$ cat config.mk
export PLATFORM = sky130hd
export DESIGN_NAME = li_expander
export DESIGN_NICKNAME = d
export VERILOG_FILES = /design/src/rtl/li_expander_pkg.sv /design/src/rtl/li_expander_classify.sv /design/src/rtl/li_expander.sv
export SDC_FILE = /design/constraint.sdc
export NUM_CORES = 1
export LEC_CHECK = 0
export BUFFER_PORTS_ARGS = -buffer_cell sky130_fd_sc_hd__buf_2
export CELL_PAD_IN_SITES_DETAIL_PLACEMENT = 1
export CELL_PAD_IN_SITES_GLOBAL_PLACEMENT = 2
export CORE_UTILIZATION = 27
export DETAILED_ROUTE_END_ITERATION = 16
export HOLD_SLACK_MARGIN = 0.1
export MAX_ROUTING_LAYER = met4
export PLACE_DENSITY_LB_ADDON = 0.1
export SLEW_MARGIN = 20
export SYNTH_ARGS = -nofsm -noshare
export SYNTH_HDL_FRONTEND = slang
export SYNTH_SLANG_ARGS = --single-unit
$ cat constraint.sdc
create_clock -name i_clk -period 1.8 [get_ports i_clk]
set_clock_uncertainty 0.2 [all_clocks]
set_input_delay 0.09 -clock i_clk [delete_from_list [all_inputs] [get_ports i_clk]]
set_output_delay 0.09 -clock i_clk [all_outputs]
set_load 0.02 [all_outputs]
$ cat src/rtl/li_expander_pkg.sv
// li_expander_pkg: opcodes, FSM state and sequence-class types shared by the
// load-immediate expander and its classifier.
package li_expander_pkg;

  localparam logic [5:0] OP_LUI   = 6'h0F;
  localparam logic [5:0] OP_ORI   = 6'h0D;
  localparam logic [5:0] OP_ADDIU = 6'h09;

  typedef enum logic [1:0] {
    IDLE  = 2'd0,
    EMIT1 = 2'd1,
    EMIT2 = 2'd2
  } state_t;

  typedef enum logic [1:0] {
    SEQ_ORI   = 2'd0,
    SEQ_ADDIU = 2'd1,
    SEQ_LUI   = 2'd2,
    SEQ_PAIR  = 2'd3
  } seq_t;

  // Assemble a MIPS I-type word.
  function automatic logic [31:0] itype(input logic [5:0]  op,
                                        input logic [4:0]  rs,
                                        input logic [4:0]  rt,
                                        input logic [15:0] imm);
    return {op, rs, rt, imm};
  endfunction

endpackage

$ cat src/rtl/li_expander_classify.sv
// li_classify: picks the shortest instruction sequence that rebuilds a 32-bit
// constant. FORCE_PAIR=1 always selects the LUI+ORI pair.
import li_expander_pkg::*;

module li_classify #(
  parameter int FORCE_PAIR = 0
) (
  input  logic [31:0] value,
  output seq_t        seq
);

  logic [15:0] hi;
  logic [15:0] lo;

  assign hi = value[31:16];
  assign lo = value[15:0];

  // First matching rule wins: zero-extend, sign-extend, upper-only, pair.
  always_comb begin
    seq = SEQ_PAIR;
    if (FORCE_PAIR != 0) begin
      seq = SEQ_PAIR;
    end else if (hi == 16'h0000) begin
      seq = SEQ_ORI;
    end else if (hi == 16'hFFFF && lo[15]) begin
      seq = SEQ_ADDIU;
    end else if (lo == 16'h0000) begin
      seq = SEQ_LUI;
    end
  end

endmodule

$ cat src/rtl/li_expander.sv
// li_expander: turns a (constant, rt) request into one or two MIPS I-type
// instructions on a valid/ready output stream.
// Optional feature: define LI_EXPANDER_STATS_EN to add word/pair counters.
import li_expander_pkg::*;

module li_expander #(
  parameter int FORCE_PAIR = 0
) (
  input  logic        i_clk,
  input  logic        i_reset,
  input  logic        i_valid,
  output logic        o_ready,
  input  logic [31:0] i_value,
  input  logic [4:0]  i_rt,
  output logic        o_instr_valid,
  input  logic        i_instr_ready,
  output logic [31:0] o_instr,
  output logic        o_last
`ifdef LI_EXPANDER_STATS_EN
  ,
  output logic [31:0] o_word_cnt,
  output logic [31:0] o_pair_cnt
`endif
);

  state_t      state_reg, state_next;
  logic [31:0] instr_reg, instr_next;
  logic        last_reg, last_next;
  logic [31:0] second_reg, second_next;
  seq_t        seq;

  logic [15:0] hi;
  logic [15:0] lo;

  assign hi = i_value[31:16];
  assign lo = i_value[15:0];

  li_classify #(
    .FORCE_PAIR(FORCE_PAIR)
  ) u_classify (
    .value(i_value),
    .seq  (seq)
  );

  assign o_ready       = (state_reg == IDLE);
  assign o_instr_valid = (state_reg != IDLE);
  assign o_instr       = instr_reg;
  assign o_last        = last_reg;

  // Next-state and next-word selection; the second word of a pair is built at
  // accept time so later input changes cannot affect it.
  always_comb begin
    state_next  = state_reg;
    instr_next  = instr_reg;
    last_next   = last_reg;
    second_next = second_reg;
    unique case (state_reg)
      IDLE: begin
        if (i_valid && i_rt != 5'd0) begin
          state_next = EMIT1;
          last_next  = 1'b1;
          unique case (seq)
            SEQ_ORI:   instr_next = itype(OP_ORI, 5'd0, i_rt, lo);
            SEQ_ADDIU: instr_next = itype(OP_ADDIU, 5'd0, i_rt, lo);
            SEQ_LUI:   instr_next = itype(OP_LUI, 5'd0, i_rt, hi);
            SEQ_PAIR: begin
              instr_next  = itype(OP_LUI, 5'd0, i_rt, hi);
              last_next   = 1'b0;
              second_next = itype(OP_ORI, i_rt, i_rt, lo);
            end
            default:   instr_next = itype(OP_LUI, 5'd0, i_rt, hi);
          endcase
        end
      end
      EMIT1: begin
        if (i_instr_ready) begin
          if (!last_reg) begin
            state_next = EMIT2;
            instr_next = second_reg;
            last_next  = 1'b1;
          end else begin
            state_next = IDLE;
            last_next  = 1'b0;
          end
        end
      end
      EMIT2: begin
        if (i_instr_ready) begin
          state_next = IDLE;
          last_next  = 1'b0;
        end
      end
      default: begin
        state_next = IDLE;
        last_next  = 1'b0;
      end
    endcase
  end

  // State and output-word registers; reset discards any pending sequence.
  always_ff @(posedge i_clk) begin
    if (i_reset) begin
      state_reg  <= IDLE;
      instr_reg  <= 32'h0;
      last_reg   <= 1'b0;
      second_reg <= 32'h0;
    end else begin
      state_reg  <= state_next;
      instr_reg  <= instr_next;
      last_reg   <= last_next;
      second_reg <= second_next;
    end
  end

`ifdef LI_EXPANDER_STATS_EN
  logic [31:0] word_cnt_reg;
  logic [31:0] pair_cnt_reg;

  // Free-running statistics; both wrap naturally at 2^32.
  always_ff @(posedge i_clk) begin
    if (i_reset) begin
      word_cnt_reg <= 32'h0;
      pair_cnt_reg <= 32'h0;
    end else begin
      if (o_instr_valid && i_instr_ready) begin
        word_cnt_reg <= word_cnt_reg + 32'd1;
      end
      if (i_valid && o_ready && i_rt != 5'd0 && seq == SEQ_PAIR) begin
        pair_cnt_reg <= pair_cnt_reg + 32'd1;
      end
    end
  end

  assign o_word_cnt = word_cnt_reg;
  assign o_pair_cnt = pair_cnt_reg;
`endif

endmodule

; ---- After elaboration in Yosys (flattened, before gate mapping)
; Cells that the tools add are included.
[op_classes]
shift = 0
muxes = 19
bitwise_logic = 0
multipliers = 0
n_addsub = 0
eq_ne = 10
n_reduce_logical = 13
div = 0
order_cmp = 0
[ops]
columns = cell, n
row1 = 2-to-1 mux 32 bit, 3
row2 = one-hot mux 32 bit (3 select lines), 1
row3 = one-hot mux 32 bit (2 select lines), 1
row4 = logical NOT 16 bit, 2
row5 = equality test 16 bit (second input constant), 1
row6 = 2-to-1 mux 2 bit, 6
row7 = equality test 2 bit (second input constant), 3
row8 = 2-to-1 mux 1 bit, 6
row9 = != test 2 bit (second input constant), 3
row10 = one-hot mux 2 bit (3 select lines), 1
row11 = AND reduction 3 bit, 2
row12 = nonzero test 5 bit, 1
row13 = equality test 2 x 1 -> 1 bit (second input constant), 2
row14 = logical NOT 2 bit, 2
row15 = AND reduction 4 bit, 1
row16 = nonzero test 2 bit, 2
row17 = one-hot mux 1 bit (3 select lines), 1
row18 = logical AND 1 bit, 2
row19 = != test 2 x 1 -> 1 bit (second input constant), 1
row20 = OR reduction 2 bit, 1
[totals]
latchBits = 0
out_inout_bits = 35
rom_bits = 0
memories = 0
wordCells = 46
mem_bits_rw = 0
reg_bits = 62

; ---- Longest topological paths before layout
[logic_depth]
word_depth = 9
depth_mapped = 8
mapped_depth_nobuf = 5

; ---- Modules after synthesis
; Synthesis repeated with hierarchy kept, for this count alone.
[hier_totals]
cells_unflattened = 329
area_unflattened_um2 = 2713.9
[by_module_without_submodules]
columns = mod, area_per_inst_um2, cells_per_inst, instances, seq_area_each_um2
row1 = li_expander, 2602.5, 313, 1, 1081.0
row2 = li_classify, 111.4, 16, 1, 0.0

; ---- Worst setup path before layout
; Ideal clock, no wire load.
[synth_path]
kind = reg-to-reg
start = register state_reg[1]
end = register second_reg[10]
period_less_slack_ps = 1839
t_arrival_ps = 1567
setup_slack_ps = -39
stages_incl_launch_ff = 7
cell_sequence = dfxtp_1 buf_4 nor2_2 nand3_2 nor3_4 buf_6 mux2i_1
[synth_between]
elab_chain_len = 2
[synth_rtl]
columns = element, line_no
row1 = "start, declared", li_expander.sv:26  ; state_t state_reg, state_next;
row2 = "start signal, assigned", li_expander.sv:108  ; state_reg <= state_next;
row3 = logical NOT 2 bit, n/a
row4 = via o_ready, li_expander.sv:12  ; output logic o_ready,
row5 = AND reduction 3 bit (no source line), n/a
row6 = "end signal, assigned", li_expander.sv:111  ; second_reg <= second_next;
row7 = "end, declared", li_expander.sv:29  ; logic [31:0] second_reg, second_next;
; The timed path passes the listed nets, and every way through them passes these cells.
; A chain may end at the register's enable or synchronous reset.

; ---- Worst setup path after layout
[layout_path]
start = register state_reg[0]
end = register second_reg[11]
[layout_between]
elab_chain_len = 2
[layout_rtl]
columns = element, line_no
row1 = logical NOT 2 bit, li_expander.sv:57  ; unique case (state_reg)
row2 = AND reduction 3 bit (no source line), n/a
; No other way between the ends.

==> summary.txt <==
Clock tree
  – Root buffer cell: clkbuf_8
  – Clock tree sinks: between 50 and 60
  – CTS max path bufs: 2
  – Clk slew on worst S/H paths: 110 ps
  – CTS tree: built
  – Htree depth: 2
  – TritonCTS Buffers: 5
  – Clock Latency Late Sink: 320 ps

Critical path
  – Reg2reg end: second_reg[11]
  – Crit path DAT: 1770 ps
  – Critical path class: reg2reg
  – Worst r2r path cells: 7
  – Data required, critical path: 1850 ps
  – Setup slack, reg-to-reg: 80 ps
  – Setup crit end: second_reg[11]
  – CP Capture Type: register
  – R2R Path Start: state_reg[0]
  – Crit path launch: state_reg[0]
  – CP Max Fanout: 6
  – Crit path launch type: register

Timing
  – Setup TNS: 0 ps
  – Hold WS: 86.5 ps
  – Final cycle utilization of the critical path: between 90% and 100%
  – Highest Clock Rate: 580 MHz
  – Final Setup Violations: 0
  – Max Slew Vio Count: 0
  – Crit path time final: 1720 ps
  – RSZ-0062 raised after global routing: false
  – Fin. Hold Viols: 0

Synthesis
  – Ys Warns: 0
  – Synth Register Bits: 54
  – Avg Inst Size Synth: ~8.9 um2
  – Simple-gate share of the synthesized area: 23.8%
  – Xor/xnor share of the synthesized area: 0%
  – Part of the Yosys area used for sequential elements: 40.4%
  – Compound-Gate Fraction of Synth Area: a little over a fifth
  – Largest family of logic cells by synthesized area: simple AND/OR/NAND/NOR gates
  – Synthesized area: 2670 um2
  – Synth Area in Adders: 0%
  – Synth cell types: 43
  – Post-synthesis cell count: about 300
  – Mux share of post-synthesis cell area: under 10%

Floorplan
  – Die X: 101 um
  – Ports: 76
  – Die footprint: 10300 um2
  – Die height: 101 um
  – Rows: 35
  – Core Area: 9420 um2
  – Initial core utilization: 28.4%

Routing
  – 1st-iter DRT viols: between 70 and 80
  – Via density per instance: 4.80
  – Drt total wl: 9320 um
  – DRC: 0
  – First-pass iteration count of the detailed router: 4
  – Via count: 2734
  – DR WL/cell: 16.3 um
  – Antenna-violating nets left: 0

Power
  – Switch Pwr: 1.00 mW
  – Logic pwr share: 29.9%
  – Max IR drop VDD: 0.000379 V
  – Clock power frac: 24.6%
  – Leak: roughly 1.7 nW
  – Pint: 2.00 mW
  – Power per cell area: 744 nW/um2
  – Seq pwr share: a little under half
  – Net Sw Frac: roughly a third

Finish
  – Leading cell type in the layout, fill and taps excluded: nand2_1
  – Layout area overhead: 50.7%
  – Largest register FFs: 29
  – Filler instances: between 1k and 1.5k
  – Share of layout cells above drive strength 1: between 30% and 40%
  – Most frequent cells in the layout: nand2_1 (75), buf_2 (73), dfxtp_1 (52)
  – Core Util, Final: 42.8%
  – N_diodes: 0
  – Fin area: just over 4000 um2
  – Multi-input logic area: 1520 um2
  – Fin nets: 481
  – Fin cells: between 500 and 600
  – Sequential cell area: 1090 um2

Status
  – Status: completed

GRT
  – Antenna violations before repair: 0
  – Largest net degree at the start of global routing: 33
  – First-pass GRT wire length: approximately 15000 um
  – Global route overflow: 0
  – GRT Total Usage: 19.2%
  – Vias in the first global route: 2836

Min path
  – Worst min-delay path class: in2reg

Placement
  – DP HPWL: between 6000 and 7000 um
  – # port buffers: 73
  – Placed Cells: 515
  – RD Place Congestion: ~0.77
  – Placed cell area: approximately 3400 um2

Job
  – Max-Cap Viols: 0
timing repair:
action	CTS	global route
gates resized for setup	1	18
pin swaps	1	5
setup buffers	0	5
cloned	0	2
endpoints found under the hold margin	47	3
hold buffers	40	2
endpoints found under the setup margin	10	37
per-layer routing:
metal  vias to the layer above  wire length [um]  GRT usage (%)
met5                         -                 0              -
met4                         0                75           4.46
met3                         6               230           1.86
met2                        51              4460           32.4
met1                      1338              4550           24.9
li1                       1339                 -              -
cell type report:
class                      count  share of cell area [%]
multi-input combinational    221                    37.8
timing repair buffer         156                    28.7
sequential                    54                    27.0
tap                          129                    4.01
clock buffer                   5                    1.71
clock inverter                 3                   0.590
inverter                       2                   0.186
cell usage after synthesis (all sizes together):
cell type / count / area, um2
nor2: 30 / 118
o21ba: 1 / 10.0
and4: 1 / 11.3
a32o: 1 / 10.0
a21oi: 11 / 58.8
nand4: 5 / 31.3
buf: 14 / 108
nor3: 7 / 56.3
a211oi: 18 / 198
nor4: 8 / 75.1
clkbuf: 9 / 33.8
nand3: 3 / 20.0
o21bai: 2 / 26.3
a31oi: 2 / 12.5
a22oi: 3 / 22.5
inv: 1 / 3.75
nor2b: 2 / 12.5
o221ai: 1 / 8.76
a22o: 1 / 17.5
conb: 1 / 3.75
o21ai: 4 / 20.0
a221oi: 15 / 181
dfxtp: 54 / 1080
and3: 1 / 6.26
o21a: 1 / 7.51
nand2b: 2 / 12.5
nand2: 76 / 285
mux2i: 23 / 230
clkinv: 1 / 3.75
and2: 1 / 7.51
worst min path at each step:
stage	start	end	slack, ps	depth (start not counted)
floorplan	i_rt[3]	o_instr[19]	30	2
global placement	i_value[12]	second_reg[12]	160	3
detailed placement	i_value[12]	second_reg[12]	180	3
CTS	i_value[22]	o_instr[15]	180	6
global route	i_value[7]	o_instr[7]	120	3
finish	i_value[7]	o_instr[7]	90	3
power groups by stage:
stage | Combinational, mW | Clock (mW) | Sequential, mW
6_report | 0.897 | 0.737 | 1.36
3_3_place_gp | 0.767 | 0 | 1.39
2_1_floorplan | 0.380 | 0 | 1.45
4_1_cts | 0.851 | 0.770 | 1.36
5_1_grt | 0.970 | 0.806 | 1.38
3_5_place_dp | 0.779 | 0 | 1.39
kinds of logic (layout without fill, tap and decap cells):
group	count (synthesis)	count (layout)
and+or+nand+nor	136	136
AOI/OAI and AO/OA	60	60
DFF	54	54
buffers and inverters	25	166
muxes	23	23
other	1	2
metrics by stage:
step | total power, mW | setup WS, ps
final | 3.00 | 76.7
after global placement | 2.15 | -85.9
after detailed placement | 2.17 | -108
after floorplan | 1.83 | 75.8
after global routing | 3.15 | 1.26
after CTS | 2.98 | -6.48
critical path, cell delays in order (launching register included):
cell and delay [ps]:
dfxtp_4 380, buf_4 140, nor2_4 90, nand3_2 110, nor3_4 210, buf_12 140, buf_2 190, mux2i_1 190
No activity file was read; power rests on OpenSTA's default activity.
